$ cat config.mk
export PLATFORM = sky130hd
export DESIGN_NAME = sr_pattern_driver
export DESIGN_NICKNAME = d
export VERILOG_FILES = /design/src/rtl/sr_pattern_driver.sv
export SDC_FILE = /design/constraint.sdc
export NUM_CORES = 1
export LEC_CHECK = 0
export BUFFER_PORTS_ARGS = -buffer_cell sky130_fd_sc_hd__buf_2
export CAP_MARGIN = 15
export CORE_ASPECT_RATIO = 1.1
export CORE_UTILIZATION = 56
export DETAILED_ROUTE_END_ITERATION = 7
export PLACE_DENSITY = 0.82
export SLEW_MARGIN = 10
export SYNTH_ARGS = -nofsm -noshare
export SYNTH_HDL_FRONTEND = slang
export SYNTH_SLANG_ARGS = --single-unit
$ cat constraint.sdc
create_clock -name clk -period 4.5 [get_ports clk]
set_clock_uncertainty 0.1 [all_clocks]
set_input_delay 0.675 -clock clk [delete_from_list [all_inputs] [get_ports clk]]
set_output_delay 0.675 -clock clk [all_outputs]
set_load 0.005 [all_outputs]
$ cat src/rtl/sr_pattern_driver.sv
// sr_pattern_driver
//   Drives the S/R excitation of an external SR flip-flop so that its output
//   follows a programmed bit pattern, LSB first. Each bit takes two clocks:
//     DRIVE - s/r decoded from the target bit and the current q_fb.
//     CHECK - s=r=0; q_fb is compared against the target bit.
//   Mismatches go into a saturating counter. pass is registered at the end
//   of the run.
//
//   Optional build macro SR_REDUNDANT_DRIVE_EN:
//     When the target bit already equals q_fb, DRIVE asserts the matching
//     excitation (s for 1, r for 0) instead of holding with s=r=0.
//
// Parameters
//   PAT_W   pattern length in bits (must be at least 2)
//   CNT_W   error counter width; the counter saturates at 2^CNT_W-1
//
// Ports
//   clk      rising-edge clock
//   rst      synchronous active-high reset
//   start    launch request; sampled only in IDLE
//   pattern  target q sequence; latched on start
//   q_fb     q output of the driven flip-flop
//   s, r     set/reset excitation; never both high
//   busy     high in DRIVE and CHECK
//   done     one-cycle pulse at the end of a run
//   err_cnt  mismatch count of the current or last run
//   pass     last run had no mismatches; held until the next start
module sr_pattern_driver #(
  parameter int PAT_W = 8,
  parameter int CNT_W = 4
) (
  input  logic             clk,
  input  logic             rst,
  input  logic             start,
  input  logic [PAT_W-1:0] pattern,
  input  logic             q_fb,
  output logic             s,
  output logic             r,
  output logic             busy,
  output logic             done,
  output logic [CNT_W-1:0] err_cnt,
  output logic             pass
);

  localparam int IDX_W = (PAT_W > 2) ? $clog2(PAT_W) : 1;
  localparam logic [IDX_W-1:0] LAST_IDX = IDX_W'(PAT_W - 1);

  localparam logic [1:0] IDLE  = 2'd0;
  localparam logic [1:0] DRIVE = 2'd1;
  localparam logic [1:0] CHECK = 2'd2;
  localparam logic [1:0] DONE  = 2'd3;

  logic [1:0]       state;
  logic [PAT_W-1:0] pat_sr;
  logic [IDX_W-1:0] idx;
  logic             t;

  // The current target bit is always the LSB of the shift register.
  assign t = pat_sr[0];

  always_ff @(posedge clk) begin
    if (rst) begin
      state   <= IDLE;
      pat_sr  <= '0;
      idx     <= '0;
      err_cnt <= '0;
      pass    <= 1'b0;
    end else begin
      case (state)
        IDLE: begin
          if (start) begin
            pat_sr  <= pattern;
            idx     <= '0;
            err_cnt <= '0;
            pass    <= 1'b0;
            state   <= DRIVE;
          end
        end
        DRIVE: state <= CHECK;
        CHECK: begin
          if ((q_fb != t) && (err_cnt != {CNT_W{1'b1}}))
            err_cnt <= err_cnt + CNT_W'(1);
          pat_sr <= pat_sr >> 1;
          idx    <= idx + IDX_W'(1);
          state  <= (idx == LAST_IDX) ? DONE : DRIVE;
        end
        DONE: begin
          pass  <= (err_cnt == '0);
          state <= IDLE;
        end
        default: state <= IDLE;
      endcase
    end
  end

  // s/r follow q_fb within the DRIVE cycle so the flip-flop sees the right
  // excitation on the edge that closes DRIVE. Both decodes are one-hot or
  // zero by construction, so s and r can never be high together.
  always_comb begin
    s = 1'b0;
    r = 1'b0;
    if (state == DRIVE) begin
`ifdef SR_REDUNDANT_DRIVE_EN
      s = t;
      r = ~t;
`else
      s = t & ~q_fb;
      r = ~t & q_fb;
`endif
    end
  end

  assign busy = (state == DRIVE) || (state == CHECK);
  assign done = (state == DONE);

endmodule
==> key figures, run 1 <==
Die
  • IO Count: 21
  • Initial core utilization: 61.6%
  • Row count: 15
  • Die Ht: 46.2 µm
  • Core box area: 1610 µm²
  • Die area: 1950 µm²
  • Die W: 42.2 µm

Place
  • DP Worst Slack: 2.22 ns
  • I/O Buffers: 20
  • Global placement routability congestion: 0.759
  • Placed cells: 141
  • HPWL after detailed placement: 1250 µm

Global route
  • GRT overflow: 0
  • Total GRT Usage: 20.2%
  • Largest net degree at the start of global routing: 23
  • Vias in the first global route: 665
  • First-pass GRT wire length: 3030 µm
  • Initial antenna violation count: 0

Timing
  • Setup TNS: 0 ns
  • Crit share post-route: 51.5%
  • Slew margin rel.: 43.9%
  • Worst slew pin tran: 0.842 ns
  • Final setup fails: 0
  • Fmax: 432 MHz
  • Unrepaired setup endpoints after global routing: false
  • Endpoints failing hold: 0
  • Final Slew Violations: 0
  • Final min period: 2.32 ns
  • Worst Slack Setup Final: 2.18 ns

Clock network
  • Clock Tree Buf Depth: 2
  • Number of CTS-inserted buffers: 3
  • Post_cts resized: 0
  • Clk Latency, worst-skew pair: 0.29 ns
  • Setup bufs post-CTS: 0
  • CTS tree: built
  • Root buf cell: clkbuf_4
  • Sink Count: 18
  • CTS H-Tree Depth: 1
  • Hold_buf cts: 0
  • Clock-pin slew on the worst setup and hold paths: 0.10 ns

Setup path
  • WS Path Type: register to register
  • Data arrival, critical path: 2.43 ns
  • CP startpoint: state[0]$_SDFFE_PP0P_
  • RR Startpoint: state[0]$_SDFFE_PP0P_
  • Crit start category: register
  • Critical path required time: 4.61 ns
  • Critical Path Fanout Max: 22
  • CP Capture Type: register

Pwr
  • P_leak: 0.000473 µW
  • Tot Pwr: 388 µW
  • VDD IR max: 0.222 mV
  • Pwr dens: 347 nW/µm²

Logic synthesis
  • Post-Synth XOR/XNOR Area: 0%
  • Syn Nets: 132
  • Netlist Area Pre-Place: 995 µm²
  • Avg Cell Area, Syn: 9.04 µm²
  • Post-Synth Adder-Cell Area: 12.6%
  • Post-synthesis compound-gate area fraction: 16.9%
  • Area share of the largest cell type after synthesis: 36.2%
  • Simple-gate portion of the synthesized area: 18.5%
  • Cells after synthesis: 110
  • Main combinational cell family by area after synthesis: simple AND/OR/NAND/NOR gates
  • Synth area leaders: dfxtp_1, ha_1, mux2i_1, a211oi_1, nor2_1
  • Synth unique cells: 33
  • Synth area leader: dfxtp_1
  • YS warnings: 0
  • Multiplexer share of the synthesized area: 9.56%
  • Sequential share of the synthesized area: 36.2%
  • Synth Register Bits: 18

Route
  • Remaining DRCs: 0
  • Initial DRC Count: 12
  • Antenna viol nets, final: 0
  • Via count: 836
  • 1st-pass router iterations: 4
  • Via-to-Cell Ratio: 5.77
  • Drt total wl: 1780 µm
  • Wire per inst: 12.2 µm

Final layout
  • Fin cells: 145
  • Most frequent cells in the layout: buf_2, dfxtp_1, nor2_1
  • Commonest non-fill, non-tap cell in the layout: buf_2
  • Synth-to-Final Area Change: 12.2%
  • Diode count: 0
  • Layout cells sized above 1: 21.1%
  • Fin nets: 151

Worst hold path
  • HP Start: pass$_SDFFE_PP0P_
  • HP Class: register to register

Run status
  • Status: finished, final reports clean

Run
  • Max-Cap Viols: 0
## synthesized netlist by cell type, drive strengths merged
cell and number:
or4b 1, nor2b 2, and2 3, nor2 12
mux2 1, o22ai 1, a32oi 2, nand4 1
nand2b 1, nand3b 1, a31oi 2, ha 10
dfxtp 18, nand4b 1, o21ai 3, clkbuf 1
nor3 1, or4 2, nand2 7, buf 5
a21oi 5, o31ai 2, nand3 3, a31o 1
mux2i 8, inv 7, a211oi 9
## report_power, final
part,switching (µW),internal (µW)
Combinational,59.4,43.7
Clock,49.6,49.3
Sequential,10.5,175
Total,120,268
## cell type report
type / count / area, µm²
repair buffers: 20 / 100
inverters: 7 / 26.3
clock buffers: 4 / 36.3
well taps: 17 / 21.3
fillers: 141 / 498
flip-flops and latches: 18 / 360
multi-input cells: 79 / 572
## worst max-delay path: stages, from the launching register on
cell and delay [ns]:
dfxtp_1 0.36, inv_1 0.11, ha_1 0.72, mux2i_2 0.31
or4_1 0.57, o31ai_1 0.07
## stage by stage
stage | hold slack (ns) | util [%] | instance area, µm²
after floorplan | 0.332 | - | 995
after global placement | 0.349 | 66.9 | 1080
after detailed placement | 0.350 | 66.9 | 1080
after CTS | 0.372 | 69.1 | 1120
after global routing | 0.408 | 69.1 | 1120
final | 0.380 | 69.1 | 1120
## path summary, 6_finish.rpt
| kind | endpoint | cells after the start | slack (ns) |
|---|---|---|---|
| worst max-delay path | err_cnt[1]$_SDFFE_PP0P_ | 5 | 2.18 |
| worst min-delay path | pass$_SDFFE_PP0P_ | 2 | 0.38 |
| worst max register to register | err_cnt[1]$_SDFFE_PP0P_ | 5 | 2.18 |
| worst min register to register | pass$_SDFFE_PP0P_ | 2 | 0.38 |
## kinds of logic after synthesis
logic type / count (synthesis)
fa+ha+maj: 10
buf+inv: 13
mux: 9
compound gates: 25
simple gates: 35
flops: 18
## per-layer routing
| layer | GRT usage [%] | up-vias | share of wire, % |
|---|---|---|---|
| met1 | 28.0 | 382 | 51 |
| met5 | 0 | - | 0 |
| met3 | 3.53 | 4 | 2.5 |
| met2 | 31.1 | 18 | 45 |
| met4 | 8.75 | 0 | 1.4 |
| li1 | - | 432 | - |
## registers in the layout (all words and copies together), names as in the netlist
register / cells
state: 2
idx: 3
pass: 1
err_cnt: 4
pat_sr: 8
No activity file was read; power rests on OpenSTA's default activity.
==> run 2, diff against run 1 <==
--- a/config.mk
+++ b/config.mk
@@ -8,9 +8,9 @@
 export BUFFER_PORTS_ARGS = -buffer_cell sky130_fd_sc_hd__buf_2
 export CAP_MARGIN = 15
 export CORE_ASPECT_RATIO = 1.1
-export CORE_UTILIZATION = 56
+export CORE_UTILIZATION = 52
 export DETAILED_ROUTE_END_ITERATION = 7
-export PLACE_DENSITY = 0.82
+export PLACE_DENSITY = 0.77
 export SLEW_MARGIN = 10
 export SYNTH_ARGS = -nofsm -noshare
 export SYNTH_HDL_FRONTEND = slang
==> constraint.sdc (replaced) <==
create_clock -name clk -period 2.28 [get_ports clk]
set_clock_uncertainty 0.1 [all_clocks]
set_input_delay 0.342 -clock clk [delete_from_list [all_inputs] [get_ports clk]]
set_output_delay 0.342 -clock clk [all_outputs]
set_load 0.005 [all_outputs]
==> run 2 against run 1 <==
The flow now finishes with violations (DRC). Hold slack got worse by 0.14 ns. Register-to-register slack got worse by 1.8 ns. Non-clock buffer count rose by 2. Critical path depth did not move. Critical endpoint unchanged. Largest cell class unchanged.
==> key figures, run 2 (synthesis gave the netlist of run 1 again) <==
Clock network
  • Root buf cell: clkbuf_4
  • CTS tree: built
  • Clock Tree Buf Depth: 2 (unchanged)
  • Post_cts resized: 0 (unchanged)
  • Setup bufs post-CTS: 0 (unchanged)
  • Hold_buf cts: 0 (unchanged)
  • Clk Latency, worst-skew pair: 0.28 ns (about the same)
  • Clock-pin slew on the worst setup and hold paths: 0.09 ns (about the same)
  • Number of CTS-inserted buffers: 3 (unchanged)
  • CTS H-Tree Depth: 1 (unchanged)
  • Sink Count: 18 (unchanged)

Run
  • Max-Cap Viols: 0 (unchanged)

Run status
  • Status: complete, but fails checks
  • Failing checks: DRC

Route
  • Wire per inst: 12.5 µm (+2.1%)
  • Drt total wl: 1840 µm (+3.5%)
  • Antenna viol nets, final: 0 (unchanged)
  • 1st-pass router iterations: 6 (+2)
  • Via count: 851 (+1.8%)
  • Initial DRC Count: 18 (+6)
  • Remaining DRCs: 3 (+3)
  • Via-to-Cell Ratio: 5.79 (+0.41%)

Place
  • I/O Buffers: 20 (unchanged)
  • Placed cells: 144 (+2.1%)
  • Global placement routability congestion: 0.788 (+3.9%)
  • HPWL after detailed placement: 1380 µm (+9.8%)

Global route
  • GRT overflow: 0 (unchanged)
  • Largest net degree at the start of global routing: 21 (-8.7%)
  • Initial antenna violation count: 0 (unchanged)
  • Total GRT Usage: 19.0% (-1.2 points)
  • First-pass GRT wire length: 2990 µm (-1.4%)
  • Vias in the first global route: 769 (+16%)

Timing
  • Hold_ws: 0.240 ns (-0.139 ns)
  • Unrepaired setup endpoints after global routing: false
  • Fmax: 541 MHz (+25%)
  • Final Slew Violations: 0 (unchanged)
  • Crit share post-route: 81.1% (+30 points)
  • Final min period: 1.85 ns (-0.467 ns)
  • Final setup fails: 0 (unchanged)
  • Endpoints failing hold: 0 (unchanged)
  • Slew margin rel.: 69.2% (+25 points)
  • Setup TNS: 0 ns (unchanged)
  • Worst slew pin tran: 0.463 ns (-0.379 ns)

Setup path
  • Critical path required time: 2.38 ns (-2.23 ns)
  • Critical Path Fanout Max: 14 (-36%)
  • Crit start category: register
  • Data arrival, critical path: 1.95 ns (-0.48 ns)
  • CP Capture Type: register
  • WS Path Type: register to register
  • R2r worst-path depth: 5 (unchanged)

Final layout
  • Post-layout util: 62.8% (-6.4 points)
  • Biggest regs: pat_sr (8), err_cnt (4), idx (3)
  • Most frequent cells in the layout: buf_2, dfxtp_1, nor2_1
  • Layout cells sized above 1: 21.7% (+0.61 points)
  • Synth-to-Final Area Change: 12.5%
  • Commonest non-fill, non-tap cell in the layout: buf_2
  • Diode count: 0 (unchanged)
  • Max FFs per register: 8 (unchanged)
  • Top reg by flops: pat_sr
  • Fin nets: 153 (+1.3%)
  • Fin cells: 147 (+1.4%)

Die
  • Initial core utilization: 55.8% (-5.8 points)
  • Row count: 16 (+1)
  • Die Ht: 47.9 µm (+3.6%)
  • Core box area: 1780 µm² (+10%)
  • Die W: 43.7 µm (+3.6%)
  • Die area: 2090 µm² (+7.3%)
  • IO Count: 21 (unchanged)

Pwr
  • VDD IR max: 0.393 mV (+77%)
  • Pwr dens: 649 nW/µm² (+87%)
  • P_leak: 0.000475 µW (+0.59%)

Worst hold path
  • Hold depth: 3 (+1)
  • HP Class: input pin to register
## run 2: area by class of cell
cell class	count	area, µm²
clock buffer	3	22.5
fill	161	663
inverter	7	26.3
multi-input combinational	79	572
sequential	18	360
tap	18	22.5
timing repair buffer	22	115
## run 2: power by group
group	switching (µW)	internal, µW	total, µW
clock network	90.2	61.3	152
registers	20.5	346	366
logic	117	91.7	209
## run 2: worst max-delay path: stages (launching register included)
cell and delay (ns):
dfxtp_1 0.35, inv_1 0.11, ha_1 0.46, mux2i_2 0.14, or4_1 0.54, o31ai_1 0.08
## run 2: per-stage QoR
| stage | area (µm²) | total power (µW) | setup slack [ns] |
|---|---|---|---|
| floorplan | 995 | 537 | 0.591 |
| global placement | 1100 | 575 | 0.469 |
| detailed placement | 1100 | 583 | 0.412 |
| CTS | 1120 | 735 | 0.426 |
| global route | 1120 | 776 | 0.276 |
| finish | 1120 | 726 | 0.430 |
## run 2: metal layers
metal	vias to the layer above	part of all wire, %	track usage, %
li1	431	-	-
met1	395	47	21.0
met2	21	48	36.7
met3	4	4.2	3.40
met4	0	1.1	6.88
met5	-	0	0
## run 2: worst paths after layout
path                            slack, ns                 endpoint                    from
worst max-delay path                 0.43  err_cnt[1]$_SDFFE_PP0P_   state[0]$_SDFFE_PP0P_
worst min register to register       0.37   pat_sr[7]$_SDFFE_PP0P_  pat_sr[7]$_SDFFE_PP0P_
worst min-delay path                 0.24   pat_sr[7]$_SDFFE_PP0P_              pattern[7]
worst max register to register       0.43  err_cnt[1]$_SDFFE_PP0P_   state[0]$_SDFFE_PP0P_
